### src/rtl/sata_link_mgr_pkg.sv
// Shared SATA host definitions: link manager states and DET command/status codes.
package sata_link_mgr_pkg;

    typedef enum logic [2:0] {
        ST_WAIT_GTX  = 3'd0,
        ST_WAIT_LINK = 3'd1,
        ST_UP        = 3'd2,
        ST_BACKOFF   = 3'd3,
        ST_OFFLINE   = 3'd4,
        ST_FAILED    = 3'd5
    } link_state_e;

    localparam logic [3:0] DET_CMD_COMRESET = 4'd1;
    localparam logic [3:0] DET_CMD_OFFLINE  = 4'd4;

    localparam logic [3:0] DET_STS_NONE    = 4'd0;
    localparam logic [3:0] DET_STS_PRESENT = 4'd1;
    localparam logic [3:0] DET_STS_PHY_UP  = 4'd3;
    localparam logic [3:0] DET_STS_OFFLINE = 4'd4;

    function automatic logic [3:0] det_status_of(input link_state_e s);
        case (s)
            ST_WAIT_LINK, ST_BACKOFF: det_status_of = DET_STS_PRESENT;
            ST_UP:                    det_status_of = DET_STS_PHY_UP;
            ST_OFFLINE:               det_status_of = DET_STS_OFFLINE;
            default:                  det_status_of = DET_STS_NONE;
        endcase
    endfunction

endpackage

### src/rtl/sata_link_mgr_if.sv
// Host-side control/status bundle between the SATA link manager and its user.
interface sata_link_mgr_if;
    logic       gtx_ready;
    logic       phy_ready;
    logic [3:0] det_cmd;
    logic       det_cmd_we;
    logic       set_offline;
    logic       comreset_send;
    logic [3:0] det_status;
    logic [2:0] retry_cnt;
    logic       link_fail;
    logic       link_lost;
    logic       busy;

    modport master (
        output gtx_ready, phy_ready, det_cmd, det_cmd_we,
        input  set_offline, comreset_send, det_status, retry_cnt, link_fail, link_lost, busy
    );

    modport slave (
        input  gtx_ready, phy_ready, det_cmd, det_cmd_we,
        output set_offline, comreset_send, det_status, retry_cnt, link_fail, link_lost, busy
    );
endinterface

### src/rtl/sata_link_mgr_link_timer.sv
// Loadable down-counter shared by the link-wait and backoff intervals; expired at zero.
module link_timer #(
    parameter int               WIDTH   = 17,
    parameter logic [WIDTH-1:0] RST_VAL = '0
) (
    input  logic             clk,
    input  logic             rst,
    input  logic             load,
    input  logic [WIDTH-1:0] load_val,
    output logic             expired
);

    logic [WIDTH-1:0] cnt;

    always_ff @(posedge clk) begin
        if (rst)
            cnt <= RST_VAL;
        else if (load)
            cnt <= load_val;
        else if (cnt != '0)
            cnt <= cnt - 1'b1;
    end

    assign expired = (cnt == '0);

endmodule

### src/rtl/sata_link_mgr.sv
// SATA link manager: sequences COMRESET/offline around transceiver and OOB link state,
// with timed link waits, backoff between retries and a sticky failure flag.
module sata_link_mgr
    import sata_link_mgr_pkg::*;
#(
    parameter int TIMEOUT_CYCLES = 65536,
    parameter int BACKOFF_CYCLES = 1024,
    parameter int RETRY_MAX      = 7
) (
    input  logic           clk,
    input  logic           rst,
    sata_link_mgr_if.slave link
);

    localparam int TMAX = (TIMEOUT_CYCLES > BACKOFF_CYCLES) ? TIMEOUT_CYCLES : BACKOFF_CYCLES;
    localparam int TW   = $clog2(TMAX + 1);
    // Loads are N-1 so expiry lands on the N-th cycle in the state.
    localparam logic [TW-1:0] T_LOAD = TW'(TIMEOUT_CYCLES - 1);
    localparam logic [TW-1:0] B_LOAD = TW'(BACKOFF_CYCLES - 1);
    localparam logic [2:0]    RMAX   = 3'(RETRY_MAX);

    link_state_e state, state_nxt;
    logic [2:0]  retry_q, retry_nxt;
    logic        fail_q, fail_nxt;
    logic        off_q, off_nxt;
    logic        cr_q, cr_nxt;
    logic        lost_q, lost_nxt;
    logic [3:0]  det_status_q;
    logic        busy_q;

    logic        cmd_comreset, cmd_offline, gtx_lost;
    logic        tmr_load, tmr_expired;
    logic [TW-1:0] tmr_val;

    assign cmd_comreset = link.det_cmd_we && (link.det_cmd == DET_CMD_COMRESET);
    assign cmd_offline  = link.det_cmd_we && (link.det_cmd == DET_CMD_OFFLINE);
    assign gtx_lost     = !link.gtx_ready && (state != ST_OFFLINE) && (state != ST_FAILED);

    always_comb begin
        state_nxt = state;
        retry_nxt = retry_q;
        fail_nxt  = fail_q;
        off_nxt   = 1'b0;
        cr_nxt    = 1'b0;
        lost_nxt  = 1'b0;
        if (cmd_comreset) begin
            state_nxt = ST_WAIT_LINK;
            cr_nxt    = 1'b1;
            retry_nxt = 3'd0;
            fail_nxt  = 1'b0;
        end else if (cmd_offline) begin
            state_nxt = ST_OFFLINE;
            off_nxt   = 1'b1;
        end else if (gtx_lost) begin
            state_nxt = ST_WAIT_GTX;
        end else begin
            case (state)
                ST_WAIT_GTX:
                    if (link.gtx_ready) state_nxt = ST_WAIT_LINK;
                ST_WAIT_LINK:
                    if (link.phy_ready) begin
                        state_nxt = ST_UP;
                        retry_nxt = 3'd0;
                    end else if (tmr_expired) begin
                        if (retry_q >= RMAX) begin
                            state_nxt = ST_FAILED;
                            fail_nxt  = 1'b1;
                        end else begin
                            state_nxt = ST_BACKOFF;
                            retry_nxt = retry_q + 3'd1;
                            off_nxt   = 1'b1;
                        end
                    end
                ST_UP:
                    if (!link.phy_ready) begin
                        state_nxt = ST_BACKOFF;
                        lost_nxt  = 1'b1;
                        off_nxt   = 1'b1;
                    end
                ST_BACKOFF:
                    if (tmr_expired) begin
                        state_nxt = ST_WAIT_LINK;
                        cr_nxt    = 1'b1;
                    end
                default: ;
            endcase
        end
    end

    // Reload on every entry into a timed state; a COMRESET inside WAIT_LINK restarts the wait.
    assign tmr_load = ((state_nxt == ST_WAIT_LINK) && ((state != ST_WAIT_LINK) || cmd_comreset)) ||
                      ((state_nxt == ST_BACKOFF) && (state != ST_BACKOFF));
    assign tmr_val  = (state_nxt == ST_BACKOFF) ? B_LOAD : T_LOAD;

    link_timer #(
        .WIDTH   (TW),
        .RST_VAL (T_LOAD)
    ) u_timer (
        .clk      (clk),
        .rst      (rst),
        .load     (tmr_load),
        .load_val (tmr_val),
        .expired  (tmr_expired)
    );

    always_ff @(posedge clk) begin
        if (rst) begin
            state        <= ST_WAIT_GTX;
            retry_q      <= 3'd0;
            fail_q       <= 1'b0;
            off_q        <= 1'b0;
            cr_q         <= 1'b0;
            lost_q       <= 1'b0;
            det_status_q <= DET_STS_NONE;
            busy_q       <= 1'b0;
        end else begin
            state        <= state_nxt;
            retry_q      <= retry_nxt;
            fail_q       <= fail_nxt;
            off_q        <= off_nxt;
            cr_q         <= cr_nxt;
            lost_q       <= lost_nxt;
            det_status_q <= det_status_of(state_nxt);
            busy_q       <= (state_nxt == ST_WAIT_LINK) || (state_nxt == ST_BACKOFF);
        end
    end

    assign link.set_offline   = off_q;
    assign link.comreset_send = cr_q;
    assign link.det_status    = det_status_q;
    assign link.retry_cnt     = retry_q;
    assign link.link_fail     = fail_q;
    assign link.link_lost     = lost_q;
    assign link.busy          = busy_q;

endmodule
### src/flat_wrapper.sv
// flat-port wrapper written by rule: the top's interface ports become plain ports
module sata_link_mgr_flat import sata_link_mgr_pkg::*;
#(
    parameter int TIMEOUT_CYCLES = 65536,
    parameter int BACKOFF_CYCLES = 1024,
    parameter int RETRY_MAX      = 7
)
  (clk, rst, link_gtx_ready, link_phy_ready, link_det_cmd, link_det_cmd_we, link_set_offline, link_comreset_send, link_det_status, link_retry_cnt, link_link_fail, link_link_lost, link_busy);
  sata_link_mgr_if link_i ();
  input  logic clk;
  input  logic rst;
  input wire logic [$bits(link_i.gtx_ready)-1:0] link_gtx_ready;
  input wire logic [$bits(link_i.phy_ready)-1:0] link_phy_ready;
  input wire logic [$bits(link_i.det_cmd)-1:0] link_det_cmd;
  input wire logic [$bits(link_i.det_cmd_we)-1:0] link_det_cmd_we;
  output wire logic [$bits(link_i.set_offline)-1:0] link_set_offline;
  output wire logic [$bits(link_i.comreset_send)-1:0] link_comreset_send;
  output wire logic [$bits(link_i.det_status)-1:0] link_det_status;
  output wire logic [$bits(link_i.retry_cnt)-1:0] link_retry_cnt;
  output wire logic [$bits(link_i.link_fail)-1:0] link_link_fail;
  output wire logic [$bits(link_i.link_lost)-1:0] link_link_lost;
  output wire logic [$bits(link_i.busy)-1:0] link_busy;
  assign link_i.gtx_ready = link_gtx_ready;
  assign link_i.phy_ready = link_phy_ready;
  assign link_i.det_cmd = link_det_cmd;
  assign link_i.det_cmd_we = link_det_cmd_we;
  assign link_set_offline = link_i.set_offline;
  assign link_comreset_send = link_i.comreset_send;
  assign link_det_status = link_i.det_status;
  assign link_retry_cnt = link_i.retry_cnt;
  assign link_link_fail = link_i.link_fail;
  assign link_link_lost = link_i.link_lost;
  assign link_busy = link_i.busy;
  sata_link_mgr #(.TIMEOUT_CYCLES(TIMEOUT_CYCLES), .BACKOFF_CYCLES(BACKOFF_CYCLES), .RETRY_MAX(RETRY_MAX)) u_core (.clk(clk), .rst(rst), .link(link_i));
endmodule
### config.mk
export PLATFORM = sky130hd
export DESIGN_NAME = sata_link_mgr_flat
export DESIGN_NICKNAME = d
export VERILOG_FILES = /design/src/rtl/sata_link_mgr_pkg.sv /design/src/rtl/sata_link_mgr_if.sv /design/src/rtl/sata_link_mgr_link_timer.sv /design/src/rtl/sata_link_mgr.sv /design/src/flat_wrapper.sv
export SDC_FILE = /design/constraint.sdc
export NUM_CORES = 1
export LEC_CHECK = 0
export BUFFER_PORTS_ARGS = -buffer_cell sky130_fd_sc_hd__buf_2
export CAP_MARGIN = 20
export CORE_UTILIZATION = 37
export DETAILED_ROUTE_END_ITERATION = 10
export SYNTH_ARGS = -nofsm -noshare
export SYNTH_HDL_FRONTEND = slang
export SYNTH_SLANG_ARGS = --single-unit
### constraint.sdc
create_clock -name clk -period 2.6 [get_ports clk]
set_input_delay 0.13 -clock clk [delete_from_list [all_inputs] [get_ports clk]]
set_output_delay 0.13 -clock clk [all_outputs]
set_load 0.02 [all_outputs]
-- Word-level counts from Yosys, hierarchy flattened
Cells that the tools add are included.
- logic and storage cells: 79
- input port bits: 9
- flip-flop bits (word level): 32
- output and inout port bits: 12
- bits in latches: 0
- bits in read-only memories: 0
- memories kept: 0
- RAM bits: 0
- div/mod/pow operators: 0
- add/sub/neg operators: 2
- bitwise operators: 4
- multiply operators: 0
- equal/unequal tests: 14
- reduce and logical (&&, ||, !) cells: 20
- shift operators: 0
- muxes and demuxes: 29
- $lt $le $gt $ge: 1
- operators with widths (kind ; number):
    $mux 3 ; 12
    $mux 17 ; 2
    $logic_not 17->1 ; 1
    $reduce_bool 17->1 ; 1
    $sub 17x1->17 const B ; 1
    $mux 16 ; 1
    $eq 3x2->1 const B ; 4
    $pmux 3 s4 ; 1
    $mux 1 ; 11
    $pmux 3 s3 ; 1
    $eq 3x1->1 const B ; 2
    $logic_and 1x1->1 ; 6
    $ne 3x3->1 const B ; 2
    $reduce_and 6->1 ; 1
    $reduce_and 5->1 ; 1
    $reduce_or 5->1 ; 1
    $eq 4x1->1 const B ; 1
    $eq 4x3->1 const B ; 1
    $not 1->1 ; 4
    $reduce_bool 2->1 ; 2
    $reduce_or 2->1 ; 2
    $add 3x1->3 const B ; 1
    $eq 3x3->1 const B ; 1
    $ge 3x3->1 const B ; 1
    7 further kinds ; 9

-- Longest topological paths before layout
- word-level depth: 12
- depth in mapped cells: 9

-- By module
A second synthesis with hierarchy kept.
- cell total of the unflattened synthesis: 200
- area, all modules: 1779.2 µm²
- modules (own cells, without submodules) (module ; cells an instance ; times used ; seq. area each (µm²) ; area each (µm²)):
    link_timer ; 110 ; 1 ; 340.3 ; 962.2
    sata_link_mgr ; 90 ; 1 ; 280.3 ; 817.0

-- Least setup slack after synthesis
No wires, ideal clock.
- kind: flip-flop to flip-flop
- from: reg u_core.retry_q[0] (netlist: u_core.link.retry_cnt[0])
- to: reg u_core.u_timer.cnt[5]
- required time: 2482 ps
- data arrival time: 1908 ps
- stages on the path, launching flop included: 10
- setup slack: 574 ps
- path buffers: 1
- library setup time: 118 ps
- path through: dfxtp_1 -> ha_1 -> ha_1 -> a31oi_1 -> nor4_2 -> a21o_1 -> o2bb2ai_1 -> a2bb2oi_2 -> buf_6 -> nand3_2
- longest elaborated chain between the ends: 12
- elaborated cells between the ends (all ways): 15
- those cells by class: 1 x order compare; 2 x eq/ne; 8 x mux; 4 x reduce/logical
- RTL lines (what ; line ; source):
    start, declared ; sata_link_mgr.sv:23 ; logic [2:0] retry_q, retry_nxt;
    start signal, assigned ; sata_link_mgr.sv:118 ; retry_q <= retry_nxt;
    $ge 3x3->1 (*) ; sata_link_mgr.sv:65 ; if (retry_q >= RMAX) begin
    $mux 3 (*) ; sata_link_mgr.sv:65 ;
    $mux 3 (*) ; sata_link_mgr.sv:64 ; end else if (tmr_expired) begin
    $mux 3 (*) ; sata_link_mgr.sv:61 ; if (link.phy_ready) begin
    $pmux 3 s4 (*) ; sata_link_mgr.sv:57 ; case (state)
    $mux 3 (*) ; sata_link_mgr.sv:54 ; end else if (gtx_lost) begin
    $mux 3 (*) ; sata_link_mgr.sv:51 ; end else if (cmd_offline) begin
    $mux 3 (*) ; sata_link_mgr.sv:46 ; if (cmd_comreset) begin
    $eq 3x1->1 / $eq 3x2->1 (equally long branches) ; sata_link_mgr.sv:91, sata_link_mgr.sv:92 ;
    $logic_and 1x1->1 (on tied branches) ; sata_link_mgr.sv:91, sata_link_mgr.sv:92 ;
    $logic_or 1x1->1 (*) ; sata_link_mgr.sv:91 ; assign tmr_load = ((state_nxt == ST_WAIT_LINK) && ((state != ST_WAIT_LINK) || cmd_comreset)) ||
    $mux 17 / $reduce_bool 2->1 (equally long branches) ; n/a ;
    end signal, assigned ; sata_link_mgr_link_timer.sv:19 ; cnt <= load_val;
    end signal, assigned ; sata_link_mgr_link_timer.sv:21 ; cnt <= cnt - 1'b1;
    end, declared ; sata_link_mgr_link_timer.sv:13 ; logic [WIDTH-1:0] cnt;
Mark *: on every way between the ends. The rest lies on a longest branch, timed or not.
A chain may end at the register's enable or synchronous reset.

-- Worst setup path in the final report
- from: reg u_core.u_timer.cnt[0]
- to: reg u_core.u_timer.cnt[16]
- longest elaborated chain between the ends: 11
- elaborated cells between the ends (all ways): 18
- those cells by class: 1 x add/sub; 2 x eq/ne; 9 x mux; 6 x reduce/logical
- RTL lines (what ; line ; source):
    $logic_not 17->1 ; sata_link_mgr_link_timer.sv:24 ; assign expired = (cnt == '0);
    $mux 3 ; sata_link_mgr.sv:64 ;
    $mux 3 ; sata_link_mgr.sv:61 ;
    $pmux 3 s4 ; sata_link_mgr.sv:57 ;
    $mux 3 ; sata_link_mgr.sv:54 ;
    $mux 3 ; sata_link_mgr.sv:51 ;
    $mux 3 ; sata_link_mgr.sv:46 ;
    $eq 3x1->1 / $eq 3x2->1 (equally long branches) ; sata_link_mgr.sv:91, sata_link_mgr.sv:92 ;
    $logic_and 1x1->1 (on tied branches) ; sata_link_mgr.sv:91, sata_link_mgr.sv:92 ;
    $logic_or 1x1->1 ; sata_link_mgr.sv:91 ;
    $mux 17 / $reduce_bool 2->1 (equally long branches) ; n/a ;
Several ways; a longest one is shown, not always the timed one. The select of a mux whose other input is x is not followed.

==> results.json <==
{
  "seq_area_frac_synth_pct": 37.2,
  "status": "finished clean",
  "layout_min_cycle_time_ns": 2.22,
  "synth_ff_type": "dfxtp_1",
  "cp-end-kind": "register",
  "diodes": 0,
  "grt_pass1_wl_um": 5970,
  "critical_path_class": "reg -> reg",
  "vias": 1371,
  "p_int_mw": 0.725,
  "cts_tree": "yes",
  "ctsResizeCount": 0,
  "grt_pass1_vias": 1292,
  "max_freq_mhz": 451,
  "hold_viol": 0,
  "vias_per_cell": 5.13,
  "start_util_pct": 38.3,
  "maxSlewViolCount": 0,
  "p_seq_share_pct": 51.1,
  "p_comb_share_pct": 12.2,
  "routed_wirelength_um": 3520,
  "fp.dieArea_mm2": 0.00478,
  "io_pins": 21,
  "synth_edf_count": 0,
  "crit_fanout": 12,
  "tns_ns": 0,
  "cp_data_arrival_time_ns": 2.44,
  "cts_sinks": 31,
  "final_cell_mix": "dfxtp_1, nor2_1, nand2_1",
  "layout.nets": 227,
  "portBuffers": 19,
  "dieWidth_um": 69.2,
  "root_buffer": "clkbuf_8",
  "layout-drive-gt1-share_pct": 23.7,
  "crit_path_max_incr_delay_ns": 0.39,
  "antenna_found_initial": 0,
  "whs_path_depth": 2,
  "reg2regPathDepth": 9,
  "cp_num_cells": 9,
  "layout_commonest_cell": "dfxtp_1",
  "cpMaxStageDelayCell": "and4_4",
  "min_path_type": "in -> reg",
  "drt_pass1_iterations": 4,
  "vdd_drop_max_mv": 0.219,
  "grt_max_degree": 13,
  "fill_cells": 431,
  "yosys_warnings": 0,
  "synth.avg_cell_area_um2": 8.83,
  "drc": 0,
  "ant_nets": 0,
  "synth_nets": 202,
  "areaGrowthSynthToFinish_pct": 14.5,
  "synth_cell_type_count": 51,
  "path_cells": "inv_1 -> ha_1 -> nor4b_2 -> and4_4 -> a21oi_1 -> o21bai_2 -> a2bb2oi_2 -> buf_4 -> and3_1",
  "finalSetupViolations": 0,
  "synthCells": 189,
  "path_delay_family": "simple AND/OR/NAND/NOR gates",
  "drt_iter0_drc": 69,
  "clockBufferDepth": 2,
  "p_sw_mw": 0.255,
  "hpwl_um": 2510,
  "async_reset_ff_share_pct": 0,
  "crit_path_start_kind": "register",
  "power.share.switching_pct": 26.0,
  "gp_congestion": 0.792,
  "grt_overflow": 0,
  "post-route-period-util_pct": 85.2,
  "worst-path-buf-inv": 2,
  "grt_setup_unrepaired": "false",
  "synth_area_mm2": 0.00167,
  "fp-row-count": 24,
  "p_per_area_mw_per_mm2": 512,
  "die_y_um": 69.2,
  "clk_latency_ns": 0.28,
  "wire_per_inst_um": 13.2,
  "ctsHtreeMaxLevel": 2,
  "worst-endpoint-required_ns": 2.82,
  "clock_skew_ns": 0.00191,
  "p_leak_nw": 0.794,
  "power_frac_clock_pct": 36.7,
  "postCtsSetupBuffers": 0,
  "core_area_mm2": 0.00435,
  "p_total_mw": 0.979,
  "grtUsageTotal_pct": 15.6,
  "maxCapViolations": 0,
  "clkTransAtPathRegs_ns": 0.06,
  "cts_hold_buffers": 0,
  "ys_ff_latch": 31,
  "cts-buffers-inserted": 5
}
routing by layer:
layer	vias to the layer above	wire length, um	part of all wire, %	global-route usage (%)
met5	-	0	0	0
met4	0	69	2.0	6.80
met3	8	125	3.6	3.95
met2	23	1590	45	23.4
met1	625	1740	49	21.1
li1	715	-	-	-
kinds of logic after synthesis:
family	count (synthesis)	share of synthesized area, %
XOR/XNOR	13	6.82
AO/OA/AOI/OAI	35	15.2
other	1	0.225
buffers and inverters	12	3.90
flip-flops	31	37.2
AND/OR/NAND/NOR	88	30.7
adder cells (fa/ha/maj)	4	3.00
multiplexers	5	3.00
path summary, 6_finish.rpt:
path                                             from                         to  slack, ns
worst max register to register  u_core.u_timer.cnt[0]     u_core.u_timer.cnt[16]       0.38
worst max-delay path            u_core.u_timer.cnt[0]     u_core.u_timer.cnt[16]       0.38
worst min-delay path                              rst  u_core.link.comreset_send       0.09
worst min register to register  u_core.link.link_fail      u_core.link.link_fail       0.46
power groups by stage:
stage	Combinational, mW	Clock, mW	Sequential, mW
floorplan	0.0870	0	0.514
global placement	0.120	0	0.510
detailed placement	0.120	0	0.510
CTS	0.120	0.372	0.500
global route	0.135	0.396	0.501
finish	0.120	0.359	0.500
area by class of cell:
cell class	count	area, um2	share of cell area, %
repair buffers	24	133	6.94
well taps	52	65.1	3.40
clock buffers	7	76.3	3.99
clock inverters	1	5.00	0.262
multi-input cells	146	990	51.8
flip-flops and latches	31	621	32.5
inverters	6	22.5	1.18
Yosys cell counts (all sizes together), types with 3 or more instances:
cell	n	area (um2)
nand2b	3	18.8
nor4	4	58.8
mux2i	5	50.1
or3	4	25.0
ha	4	50.1
dfxtp	31	621
nand2	21	78.8
xnor2	4	35.0
a21oi	9	48.8
and3	3	18.8
xor2	9	78.8
buf	4	35.0
o31ai	3	22.5
nor2	23	88.8
nor2b	4	25.0
nor3	5	36.3
o21ai	10	65.1
inv	6	22.5
nand3b	4	30.0
nand3	7	45.0
registers in the layout (all words and copies together) (netlist names):
| register | count |
|---|---|
| u_core.link.busy | 1 |
| u_core.state | 3 |
| u_core.u_timer.cnt | 17 |
| u_core.link.retry_cnt | 3 |
| u_core.link.det_status | 3 |
| u_core.link.set_offline | 1 |
| u_core.link.comreset_send | 1 |
| u_core.link.link_lost | 1 |
| u_core.link.link_fail | 1 |
metrics by stage:
stage               hold WS, ns  utilization (%)  cell area, um2  instances  setup slack [ns]
floorplan                 0.199                -            1670        189             0.574
global placement          0.380             41.9            1820        259             0.409
detailed placement        0.379             41.9            1820        259             0.303
CTS                      0.0829             43.8            1910        267             0.189
global route              0.105             43.9            1910        267             0.177
finish                   0.0918             43.9            1910        267             0.385
worst reg2reg max path: cells and delay by family, from the launching register on:
family          cells  cell delay, ns
compound gates      3            0.53
simple gates        3            0.89
buf+inv             2            0.29
fa+ha+maj           1            0.15
flops               1            0.32
No activity file was read; power rests on OpenSTA's default activity.
